`config.mk`:
```
export PLATFORM = sky130hd
export DESIGN_NAME = multicycle_ctrl_fsm
export DESIGN_NICKNAME = d
export VERILOG_FILES = /design/src/rtl/multicycle_ctrl_fsm.sv
export SDC_FILE = /design/constraint.sdc
export NUM_CORES = 1
export LEC_CHECK = 0
export CAP_MARGIN = 20
export CORE_UTILIZATION = 52
export DETAILED_ROUTE_END_ITERATION = 8
export PLACE_DENSITY = 0.86
export SETUP_SLACK_MARGIN = 0.1
export SKIP_LAST_GASP = 1
export SLEW_MARGIN = 30
export SYNTH_ARGS = -nofsm -noshare
export SYNTH_HDL_FRONTEND = slang
export SYNTH_SLANG_ARGS = --single-unit
export TNS_END_PERCENT = 30
```
`constraint.sdc`:
```
create_clock -name clk -period 4.15 [get_ports clk]
set_input_delay 0.6225 -clock clk [delete_from_list [all_inputs] [get_ports clk]]
set_output_delay 0.6225 -clock clk [all_outputs]
set_load 0.01 [all_outputs]
```
`src/rtl/multicycle_ctrl_fsm.sv`:
```
// Main control FSM of the multicycle RV32I core: sequences fetch, decode, execute,
// memory and writeback over a shared memory port, and traps on illegal opcodes or memory timeouts.
module multicycle_ctrl_fsm #(
   parameter int MEM_TIMEOUT = 255
) (
   input  logic       clk,
   input  logic       rst,
   input  logic [6:0] op,
   input  logic [2:0] funct3,
   input  logic       funct7b5,
   input  logic       zero,
   input  logic       mem_ready,
   output logic       pc_write,
   output logic       adr_src,
   output logic       mem_read,
   output logic       mem_write,
   output logic       ir_write,
   output logic       reg_write,
   output logic [1:0] result_src,
   output logic [1:0] alu_src_a,
   output logic [1:0] alu_src_b,
   output logic [2:0] alu_control,
   output logic [1:0] imm_src,
   output logic       instr_done,
   output logic       trap,
   output logic [1:0] trap_cause
);

   localparam int CNT_W = (MEM_TIMEOUT > 1) ? $clog2(MEM_TIMEOUT) : 1;
   localparam logic [CNT_W-1:0] TO_LAST = CNT_W'((MEM_TIMEOUT > 0) ? MEM_TIMEOUT - 1 : 0);

   localparam logic [6:0] OP_LW  = 7'b0000011;
   localparam logic [6:0] OP_SW  = 7'b0100011;
   localparam logic [6:0] OP_R   = 7'b0110011;
   localparam logic [6:0] OP_I   = 7'b0010011;
   localparam logic [6:0] OP_JAL = 7'b1101111;
   localparam logic [6:0] OP_BEQ = 7'b1100011;

   localparam logic [2:0] ALU_ADD = 3'b000;
   localparam logic [2:0] ALU_SUB = 3'b001;
   localparam logic [2:0] ALU_AND = 3'b010;
   localparam logic [2:0] ALU_OR  = 3'b011;
   localparam logic [2:0] ALU_SLT = 3'b101;

   typedef enum logic [3:0] {
      S_FETCH, S_DECODE, S_MEMADR, S_MEMREAD, S_MEMWB, S_MEMWRITE,
      S_EXECR, S_EXECI, S_ALUWB, S_JAL, S_BEQ, S_TRAP
   } state_t;

   state_t           r_state;
   state_t           w_next;
   logic [CNT_W-1:0] r_cnt;
   logic [1:0]       r_cause;
   logic [1:0]       w_cause;
   logic             w_wait;
   logic             w_timeout;
   logic [2:0]       w_alu_fn;
   logic             w_pc_write, w_mem_read, w_mem_write, w_ir_write, w_reg_write, w_done;

   assign w_wait    = (r_state == S_FETCH) || (r_state == S_MEMREAD) || (r_state == S_MEMWRITE);
   assign w_timeout = (MEM_TIMEOUT != 0) && w_wait && !mem_ready && (r_cnt == TO_LAST);

   // Wait counter restarts whenever the state changes, so every memory state gets a full budget
   always_ff @(posedge clk or posedge rst) begin
      if (rst) begin
         r_state <= S_FETCH;
         r_cnt   <= '0;
         r_cause <= 2'b00;
      end else begin
         r_state <= w_next;
         if (w_next != r_state)
            r_cnt <= '0;
         else if (w_wait && !mem_ready && r_cnt != TO_LAST)
            r_cnt <= r_cnt + 1'b1;
         if (w_next == S_TRAP && r_state != S_TRAP)
            r_cause <= w_cause;
      end
   end

   always_comb begin
      w_next  = r_state;
      w_cause = 2'b00;
      case (r_state)
         S_FETCH: begin
            if (mem_ready)      w_next = S_DECODE;
            else if (w_timeout) begin w_next = S_TRAP; w_cause = 2'b10; end
         end
         S_DECODE: begin
            case (op)
               OP_LW, OP_SW: w_next = S_MEMADR;
               OP_R:         w_next = S_EXECR;
               OP_I:         w_next = S_EXECI;
               OP_JAL:       w_next = S_JAL;
               OP_BEQ:       w_next = S_BEQ;
               default:      begin w_next = S_TRAP; w_cause = 2'b01; end
            endcase
         end
         S_MEMADR:  w_next = (op == OP_LW) ? S_MEMREAD : S_MEMWRITE;
         S_MEMREAD: begin
            if (mem_ready)      w_next = S_MEMWB;
            else if (w_timeout) begin w_next = S_TRAP; w_cause = 2'b10; end
         end
         S_MEMWRITE: begin
            if (mem_ready)      w_next = S_FETCH;
            else if (w_timeout) begin w_next = S_TRAP; w_cause = 2'b10; end
         end
         S_MEMWB, S_ALUWB, S_BEQ: w_next = S_FETCH;
         S_EXECR, S_EXECI, S_JAL: w_next = S_ALUWB;
         S_TRAP:  w_next = S_TRAP;
         default: w_next = S_FETCH;
      endcase
   end

   // funct7b5 selects sub only for register-register ops; addi with imm[10]=1 is still add
   always_comb begin
      w_alu_fn = ALU_ADD;
      case (funct3)
         3'b000:  w_alu_fn = (r_state == S_EXECR && funct7b5) ? ALU_SUB : ALU_ADD;
         3'b010:  w_alu_fn = ALU_SLT;
         3'b110:  w_alu_fn = ALU_OR;
         3'b111:  w_alu_fn = ALU_AND;
         default: w_alu_fn = ALU_ADD;
      endcase
   end

   always_comb begin
      w_pc_write  = 1'b0;
      adr_src     = 1'b0;
      w_mem_read  = 1'b0;
      w_mem_write = 1'b0;
      w_ir_write  = 1'b0;
      w_reg_write = 1'b0;
      result_src  = 2'b00;
      alu_src_a   = 2'b00;
      alu_src_b   = 2'b00;
      alu_control = ALU_ADD;
      w_done      = 1'b0;
      case (r_state)
         S_FETCH: begin
            w_mem_read = 1'b1;
            alu_src_b  = 2'b10;
            result_src = 2'b10;
            w_ir_write = mem_ready;
            w_pc_write = mem_ready;
         end
         S_DECODE: begin
            alu_src_a = 2'b01;
            alu_src_b = 2'b01;
         end
         S_MEMADR: begin
            alu_src_a = 2'b10;
            alu_src_b = 2'b01;
         end
         S_MEMREAD: begin
            adr_src    = 1'b1;
            w_mem_read = 1'b1;
         end
         S_MEMWB: begin
            result_src  = 2'b01;
            w_reg_write = 1'b1;
            w_done      = 1'b1;
         end
         S_MEMWRITE: begin
            adr_src     = 1'b1;
            w_mem_write = 1'b1;
            w_done      = mem_ready;
         end
         S_EXECR, S_EXECI: begin
            alu_src_a   = 2'b10;
            alu_src_b   = (r_state == S_EXECI) ? 2'b01 : 2'b00;
            alu_control = w_alu_fn;
         end
         S_ALUWB: begin
            w_reg_write = 1'b1;
            w_done      = 1'b1;
         end
         S_JAL: begin
            alu_src_a  = 2'b01;
            alu_src_b  = 2'b10;
            w_pc_write = 1'b1;
         end
         S_BEQ: begin
            alu_src_a   = 2'b10;
            alu_control = ALU_SUB;
            w_pc_write  = zero;
            w_done      = 1'b1;
         end
         default: ;
      endcase
   end

   always_comb begin
      case (op)
         OP_LW, OP_I: imm_src = 2'b01;
         OP_BEQ:      imm_src = 2'b10;
         OP_JAL:      imm_src = 2'b11;
         default:     imm_src = 2'b00;
      endcase
   end

   // Strobes are masked by rst so an asserted reset kills a write in the same cycle
   assign pc_write   = w_pc_write  & ~rst;
   assign mem_read   = w_mem_read  & ~rst;
   assign mem_write  = w_mem_write & ~rst;
   assign ir_write   = w_ir_write  & ~rst;
   assign reg_write  = w_reg_write & ~rst;
   assign instr_done = w_done      & ~rst;
   assign trap       = (r_state == S_TRAP);
   assign trap_cause = r_cause;

endmodule
```
======== After elaboration in Yosys (flattened, before gate mapping) ========
Index checks and enable logic that the tools add are counted.
cells by class
  add/sub/neg operators ................... 1
  eq/ne operators ......................... 25
  muxes and demuxes ....................... 28
  bitwise logic cells ..................... 7
  reductions and logical operators ........ 25
operator list
  cell                                                                    count
  4-bit case mux with 7 select lines                                      1
  4-bit equality test (second input constant)                             5
  4-bit case mux with 5 select lines                                      1
  2-bit OR reduction                                                      9
  4-bit by 3-bit equality test with 1-bit output (second input constant)  4
  4-bit two-way mux                                                       4
  8-bit two-way mux                                                       2
  7-bit by 6-bit equality test with 1-bit output (second input constant)  2
  7-bit equality test (second input constant)                             2
  2-bit case mux with 2 select lines                                      3
  2-bit case mux with 3 select lines                                      2
  3-bit case mux with 4 select lines                                      1
  3-bit OR reduction                                                      3
  8-bit by 1-bit adder with 8-bit output (second input constant)          1
  4-bit by 2-bit equality test with 1-bit output (second input constant)  2
  8-bit equality test (second input constant)                             1
  1-bit two-way mux                                                       8
  8-bit inequality test (second input constant)                           1
  7-bit by 2-bit equality test with 1-bit output (second input constant)  1
  7-bit by 5-bit equality test with 1-bit output (second input constant)  1
  1-bit bitwise AND                                                       6
  3-bit equality test (second input constant)                             2
  3-bit case mux with 2 select lines                                      1
  6-bit OR reduction                                                      1
  other kinds (16)                                                        22
word-level totals
  register bits ........................... 14
  output and inout port bits .............. 21
  logic and storage cells ................. 89

======== Depth between registers and ports, before layout ========
Gate-level depths: netlist (run 1).
  depth in word-level cells ............... 10
  depth in mapped cells ................... 8
  depth with buffers taken out ............ 7

======== Worst setup path after synthesis (run 1) ========
OpenSTA, ideal clock, no wires.
  kind .................................... register -> output
  start point ............................. reg r_state[1]
  end point ............................... out reg_write
  arrival ................................. 1.662 ns
  required time ........................... 3.527 ns
  slack ................................... 1.866 ns
  stages on the path, launching flop included .. 5
  path through ............................ dfrtp_1 buf_4 clkbuf_1 clkbuf_1 a2111oi_0
on the way
  word-level cells in the longest chain between the ends .. 4
ends and longest elaborated chain
  what                                                                                          RTL line  text
  start: declaration                                                                            50        state_t r_state;
  start signal: assignment                                                                      70        r_state <= w_next;
  4-bit equality test / 4-bit by 3-bit equality test with 1-bit output (equally long branches)  138       case (r_state)
  2-bit OR reduction (no line) (*)                                                              --
  1-bit two-way mux (*)                                                                         138
  1-bit bitwise AND (*)                                                                         206       assign reg_write = w_reg_write & ~rst;
  end: declaration                                                                              18        output logic reg_write,
Every way passes the cells marked *; elsewhere a longest branch is shown, timed or not.

======== Worst setup path in the final report (run 1) ========
  start point ............................. in mem_ready
  end point ............................... out pc_write
on the way
  word-level cells in the longest chain between the ends .. 2
ends and longest elaborated chain
  what                                RTL line  text
  start: declaration                  12        input logic mem_ready,
  1-bit case mux with 3 select lines  138
  1-bit bitwise AND                   202       assign pc_write = w_pc_write & ~rst;
  end: declaration                    13        output logic pc_write,
No other way between the ends.

==> results of run 1 <==
==> logic make-up after synthesis <==
kind of cell             count (synthesis)  synth area share, %
AO/OA/AOI/OAI                           34                 20.5
adder cells (fa/ha/maj)                  3                 2.68
AND/OR/NAND/NOR                         76                 35.7
flip-flops                              14                 26.8
XOR/XNOR                                12                 8.03
buffers and inverters                   17                 6.41
==> power groups by stage <==
stage | Combinational [mW] | Sequential, mW | Clock, mW
after global routing | 0.708 | 0.311 | 0.0840
final | 0.645 | 0.296 | 0.0778
after detailed placement | 0.642 | 0.295 | 0
after CTS | 0.643 | 0.292 | 0.0784
after global placement | 0.624 | 0.290 | 0
after floorplan | 0.553 | 0.190 | 0
==> final cells by class <==
| class | instances | area [sq um] | share of cell area [%] |
|---|---|---|---|
| Timing Repair Buffer | 35 | 350 | 21.1 |
| Sequential cell | 14 | 352 | 21.2 |
| Clock buffer | 3 | 22.5 | 1.36 |
| Inverter | 7 | 26.3 | 1.58 |
| Multi-Input combinational cell | 125 | 875 | 52.7 |
| Tap cell | 28 | 35.0 | 2.11 |
==> flip-flops by register name (all words and copies together), names as in the netlist <==
name,cells
r_state,4
r_cnt,8
trap_cause,2
==> cells in the mapped netlist (all sizes together) (5+ instances only) <==
master	n	area, sq um
o21ai	5	25.0
buf	6	42.5
nor2	20	75.1
nor3	6	41.3
and3	5	31.3
xnor2	6	52.6
inv	7	26.3
xor2	6	52.6
a21oi	8	40.0
nand4	5	46.3
nand2	10	37.5
dfrtp	14	350
==> through the flow <==
step	area, sq um	power [mW]	setup slack, ns	hold slack (ns)	cells
floorplan	1310	0.743	1.87	0.502	156
global placement	1640	0.914	1.01	0.488	209
detailed placement	1640	0.937	0.953	0.504	209
CTS	1660	1.01	0.940	0.523	212
global route	1660	1.10	0.772	0.553	212
finish	1660	1.02	0.949	0.514	212
==> path summary, 6_finish.rpt <==
check | endpoint | slack, ns | depth (start not counted)
min in group asynchronous | r_state[3] | 0.80 | 2
worst min register to register | trap_cause[1] | 0.51 | 2
worst max register to register | r_cnt[1] | 1.40 | 6
max in group asynchronous | r_state[1] | 2.93 | 2
worst min-delay path | trap_cause[1] | 0.51 | 2
worst max-delay path | pc_write | 0.95 | 7
==> per-layer routing <==
layer	vias up	global-route usage, %	wire length, um
li1	638	-	-
met1	628	36.0	1470
met2	47	43.4	1500
met3	6	6.96	215
met4	0	12.7	53
met5	-	0	0
==> worst max-delay path: stages <==
cell	delay (ns)
clkdlybuf4s50_1	0.67
nor3b_1	0.29
a21oi_1	0.08
nor2_1	0.12
a41oi_1	0.05
nor3_1	0.18
clkdlybuf4s50_1	0.57
==> flow_summary.json, run 1 <==
{
  "async_flop_share_pct": 100,
  "nets": 203,
  "clk-insertion-delay-late_ns": 0.29,
  "layout_min_cycle_time_ns": 3.20,
  "cts_setup_buffers": 0,
  "fin_crit_sh_pct": 77.1,
  "dieArea_sq_um": 2720,
  "postSynthAreaPerCell_sq_um": 8.39,
  "cts_hold_buf": 0,
  "setup_viol": 0,
  "place_congestion": 0.900,
  "cp.arrival_ns": 2.58,
  "syn_nets": 173,
  "yosysSeqAreaShare_pct": 26.8,
  "grt_max_degree": 31,
  "postRouteAntennaNets": 0,
  "max_slew.worst_pin.slew_ns": 0.799,
  "io_pins": 36,
  "grt_pass1_vias": 1254,
  "setup_tns_ns": 0,
  "cp-end-kind": "output pin",
  "ir_drop_mv": 0.353,
  "relSlewSlack_pct": 46.7,
  "synth_area_sq_um": 1310,
  "grt_overflow_total": 0,
  "die_h_um": 52.2,
  "layout_common_cells": "clkdlybuf4s50_1, nor2_1, dfrtp_1, nand2_1, a21oi_1",
  "antenna_found_initial": 0,
  "firstDrtPassIters": 4,
  "tritoncts": "yes",
  "post_drt_wl_per_cell_um": 15.2,
  "combinationalPowerShare_pct": 63.3,
  "power.share.clock_pct": 7.6,
  "row_count": 17,
  "wl_um": 3230,
  "synth_cell_types": 50,
  "fp.dieW_um": 52.2,
  "cts_buffers": 3,
  "drv_cap": 0,
  "ys.flop_type": "dfrtp_1",
  "syn_inst": 156,
  "cts_buffer_depth": 2,
  "status": "finished clean",
  "start_util_pct": 57.0,
  "clk_pin_slew_ns": 0.07,
  "worstSetupPathType": "input port to output pin",
  "n_fill_cell": 193,
  "cts_sinks": 14,
  "dr_total_vias": 1319,
  "r2r_start": "r_state[0]",
  "core_sq_um": 2300,
  "ys_warn_count": 0,
  "hold_path_class": "flop to flop",
  "cts_root_buf": "clkbuf_4",
  "area_delta_synth_final_pct": 26.9,
  "switchingPower_mw": 0.506,
  "grt_use_total_pct": 27.8,
  "fmax_mhz": 312,
  "cts.repair.resized": 0,
  "powerDensity_nw_per_um2": 614,
  "final_common_cell": "clkdlybuf4s50_1",
  "grt_pass1_wl_um": 5580,
  "io_buffer_count": 35,
  "hold_violations": 0,
  "fin_skew_ns": 0.00656,
  "cts_max_level": 1,
  "cp-start-kind": "input port",
  "p_sw_share_pct": 49.7,
  "seqPwrFrac_pct": 29.1,
  "drc": 0,
  "synth.ff_latch_count": 14,
  "rsz0062_at_grt": "false",
  "min_from": "trap_cause[1]",
  "cp.required_ns": 3.53,
  "routed_via_density": 6.22,
  "drtIter0Drc": 32,
  "final_core_util_pct": 72.3,
  "layout-drive-gt1-share_pct": 8.15,
  "dp_hpwl_um": 2380,
  "maxSlewViolCount": 0,
  "critPathLaunch": "mem_ready",
  "cell_internal_pwr_mw": 0.512,
  "p_leak_nw": 0.653,
  "n_antenna_cell": 0,
  "synth_edf_count": 0,
  "path_max_fanout": 8
}
Note: power is estimated with default switching activity, not from simulation.
==> inputs of run 2 (changes only) <==
--- a/config.mk
+++ b/config.mk
@@ -6,9 +6,9 @@
 export NUM_CORES = 1
 export LEC_CHECK = 0
 export CAP_MARGIN = 20
-export CORE_UTILIZATION = 52
+export CORE_UTILIZATION = 48
 export DETAILED_ROUTE_END_ITERATION = 8
-export PLACE_DENSITY = 0.86
+export PLACE_DENSITY = 0.8
 export SETUP_SLACK_MARGIN = 0.1
 export SKIP_LAST_GASP = 1
 export SLEW_MARGIN = 30
==> constraint.sdc (replaced) <==
create_clock -name clk -period 3 [get_ports clk]
set_input_delay 0.45 -clock clk [delete_from_list [all_inputs] [get_ports clk]]
set_output_delay 0.45 -clock clk [all_outputs]
set_load 0.01 [all_outputs]
==> flow_summary.json, run 2 (synthesized netlist as in run 1, its figures left out) <==
{
  "largest_register_ffs": 8,
  "die_h_um": 54.2,
  "fin_skew_ns": 0.00749,
  "post_drt_wl_per_cell_um": 15.3,
  "ir_drop_mv": 0.489,
  "cp-start-kind": "flop",
  "grt_max_degree": 15,
  "grt_use_met3_pct": 6.11,
  "powerDensity_nw_per_um2": 855,
  "p_total_mw": 1.48,
  "layout-drive-gt1-share_pct": 11.9,
  "pre_cts_ws_ns": 0.444,
  "worst_slack_ns": 0.328,
  "dp_hpwl_um": 2700,
  "whs_ns": 0.520,
  "max_slew.worst_pin.slew_ns": 0.471,
  "dieArea_sq_um": 2940,
  "status": "finished clean",
  "regArea_sq_um": 350,
  "hold_path_class": "flop to flop",
  "area_delta_synth_final_pct": 32.6,
  "multi_input_area_sq_um": 875,
  "hold_violations": 0,
  "cp.required_ns": 2.55,
  "fmax_mhz": 374,
  "crit_chain": "nor2b_1 -> nand2_1 -> nor4_1 -> clkdlybuf4s50_1",
  "cts_root_buf": "clkbuf_4",
  "grt_pass1_wl_um": 5530,
  "grt_overflow_total": 0,
  "core_sq_um": 2520,
  "use_met1_pct": 35.1,
  "path_max_fanout": 13,
  "postRouteAntennaNets": 0,
  "wl_um": 3410,
  "maxSlewViolCount": 0,
  "placed_area_sq_um": 1700,
  "row_count": 18,
  "dr_total_vias": 1340,
  "drc": 0,
  "fp.dieW_um": 54.2,
  "cts_hold_buf": 0,
  "final_common_cell": "clkdlybuf4s50_1",
  "relSlewSlack_pct": 68.6,
  "firstDrtPassIters": 4,
  "cts_buffers": 3,
  "cp-end-kind": "output pin",
  "tritoncts": "yes",
  "grtUsageMet2_pct": 41.5,
  "n_antenna_cell": 0,
  "drv_cap": 0,
  "final_cell_area_sq_um": 1740,
  "setup_tns_ns": 0,
  "grt_use_total_pct": 26.3,
  "fin_crit_sh_pct": 89.1,
  "cts_sinks": 14,
  "cp_slowest_cell": "dfrtp_1",
  "largest-register": "r_cnt",
  "cp.arrival_ns": 2.22,
  "grt_busiest_layer": "met2",
  "layout_min_cycle_time_ns": 2.67,
  "io_buffer_count": 35,
  "layout_common_cells": "clkdlybuf4s50_1, nor2_1, dfrtp_1, nand2_1",
  "cts.repair.resized": 0,
  "drtIter0Drc": 31,
  "cts_buffer_depth": 2,
  "cts_setup_buffers": 0,
  "start_util_pct": 51.9,
  "clk-insertion-delay-late_ns": 0.30,
  "p_leak_nw": 0.702,
  "nets": 211,
  "routed_via_density": 6.01,
  "setup_viol": 0,
  "cts_max_level": 1,
  "clk_pin_slew_ns": 0.09,
  "place_congestion": 0.868,
  "rsz0062_at_grt": "false",
  "worstSetupPathType": "flop to output pin",
  "io_pins": 36,
  "cpPeakStageDelay_ns": 0.63,
  "n_fill_cell": 218,
  "grt_pass1_vias": 1210,
  "antenna_found_initial": 0
}
-- run 2: cell types whose count changed in the layout (fill, tap and decap cells not counted) --
cell	delta
buf_4	+8
clkbuf_8	+1
dfrtp_1	+1
dfrtp_2	-1
-- run 2: metrics by stage --
stage | cells | utilization, %
after floorplan | 156 | -
after global routing | 223 | 68.8
after detailed placement | 219 | 67.4
after CTS | 223 | 68.8
after global placement | 219 | 67.4
final | 223 | 68.8
-- run 2: area by class of cell --
class	instances	share of cell area, %
well taps	30	2.16
flip-flops and latches	14	20.2
multi-input cells	125	50.4
clock buffers	4	2.09
repair buffers	43	23.6
inverters	7	1.51
-- run 2: final timing paths --
check                               from  depth (start not counted)  slack, ns              to
hold reg to reg            trap_cause[1]                          2       0.52   trap_cause[1]
max in group asynchronous            rst                          3       2.19        r_cnt[6]
setup reg to reg              r_state[3]                          7       0.79        r_cnt[1]
hold / removal             trap_cause[1]                          2       0.52   trap_cause[1]
min in group asynchronous            rst                          3       0.62        r_cnt[3]
setup / recovery              r_state[2]                          4       0.33  alu_control[2]
-- run 2: power breakdown --
group	switching (mW)	total (mW)	internal (mW)
combinational	0.534	1.02	0.484
sequential	0.101	0.323	0.222
clock	0.0678	0.142	0.0742
total	0.703	1.48	0.781
-- run 2: routing by layer --
| layer | share of wire, % | vias up | wire [um] |
|---|---|---|---|
| met3 | 5.4 | 7 | 185 |
| met5 | 0 | - | 0 |
| met4 | 1.6 | 0 | 55 |
| met2 | 46 | 46 | 1590 |
| li1 | - | 653 | - |
| met1 | 46 | 634 | 1580 |
-- run 2: worst max-delay path: cells and delay by family (launching register included) --
family	cells	cell delay, ns
simple gates	3	0.67
buf+inv	1	0.62
flops	1	0.63
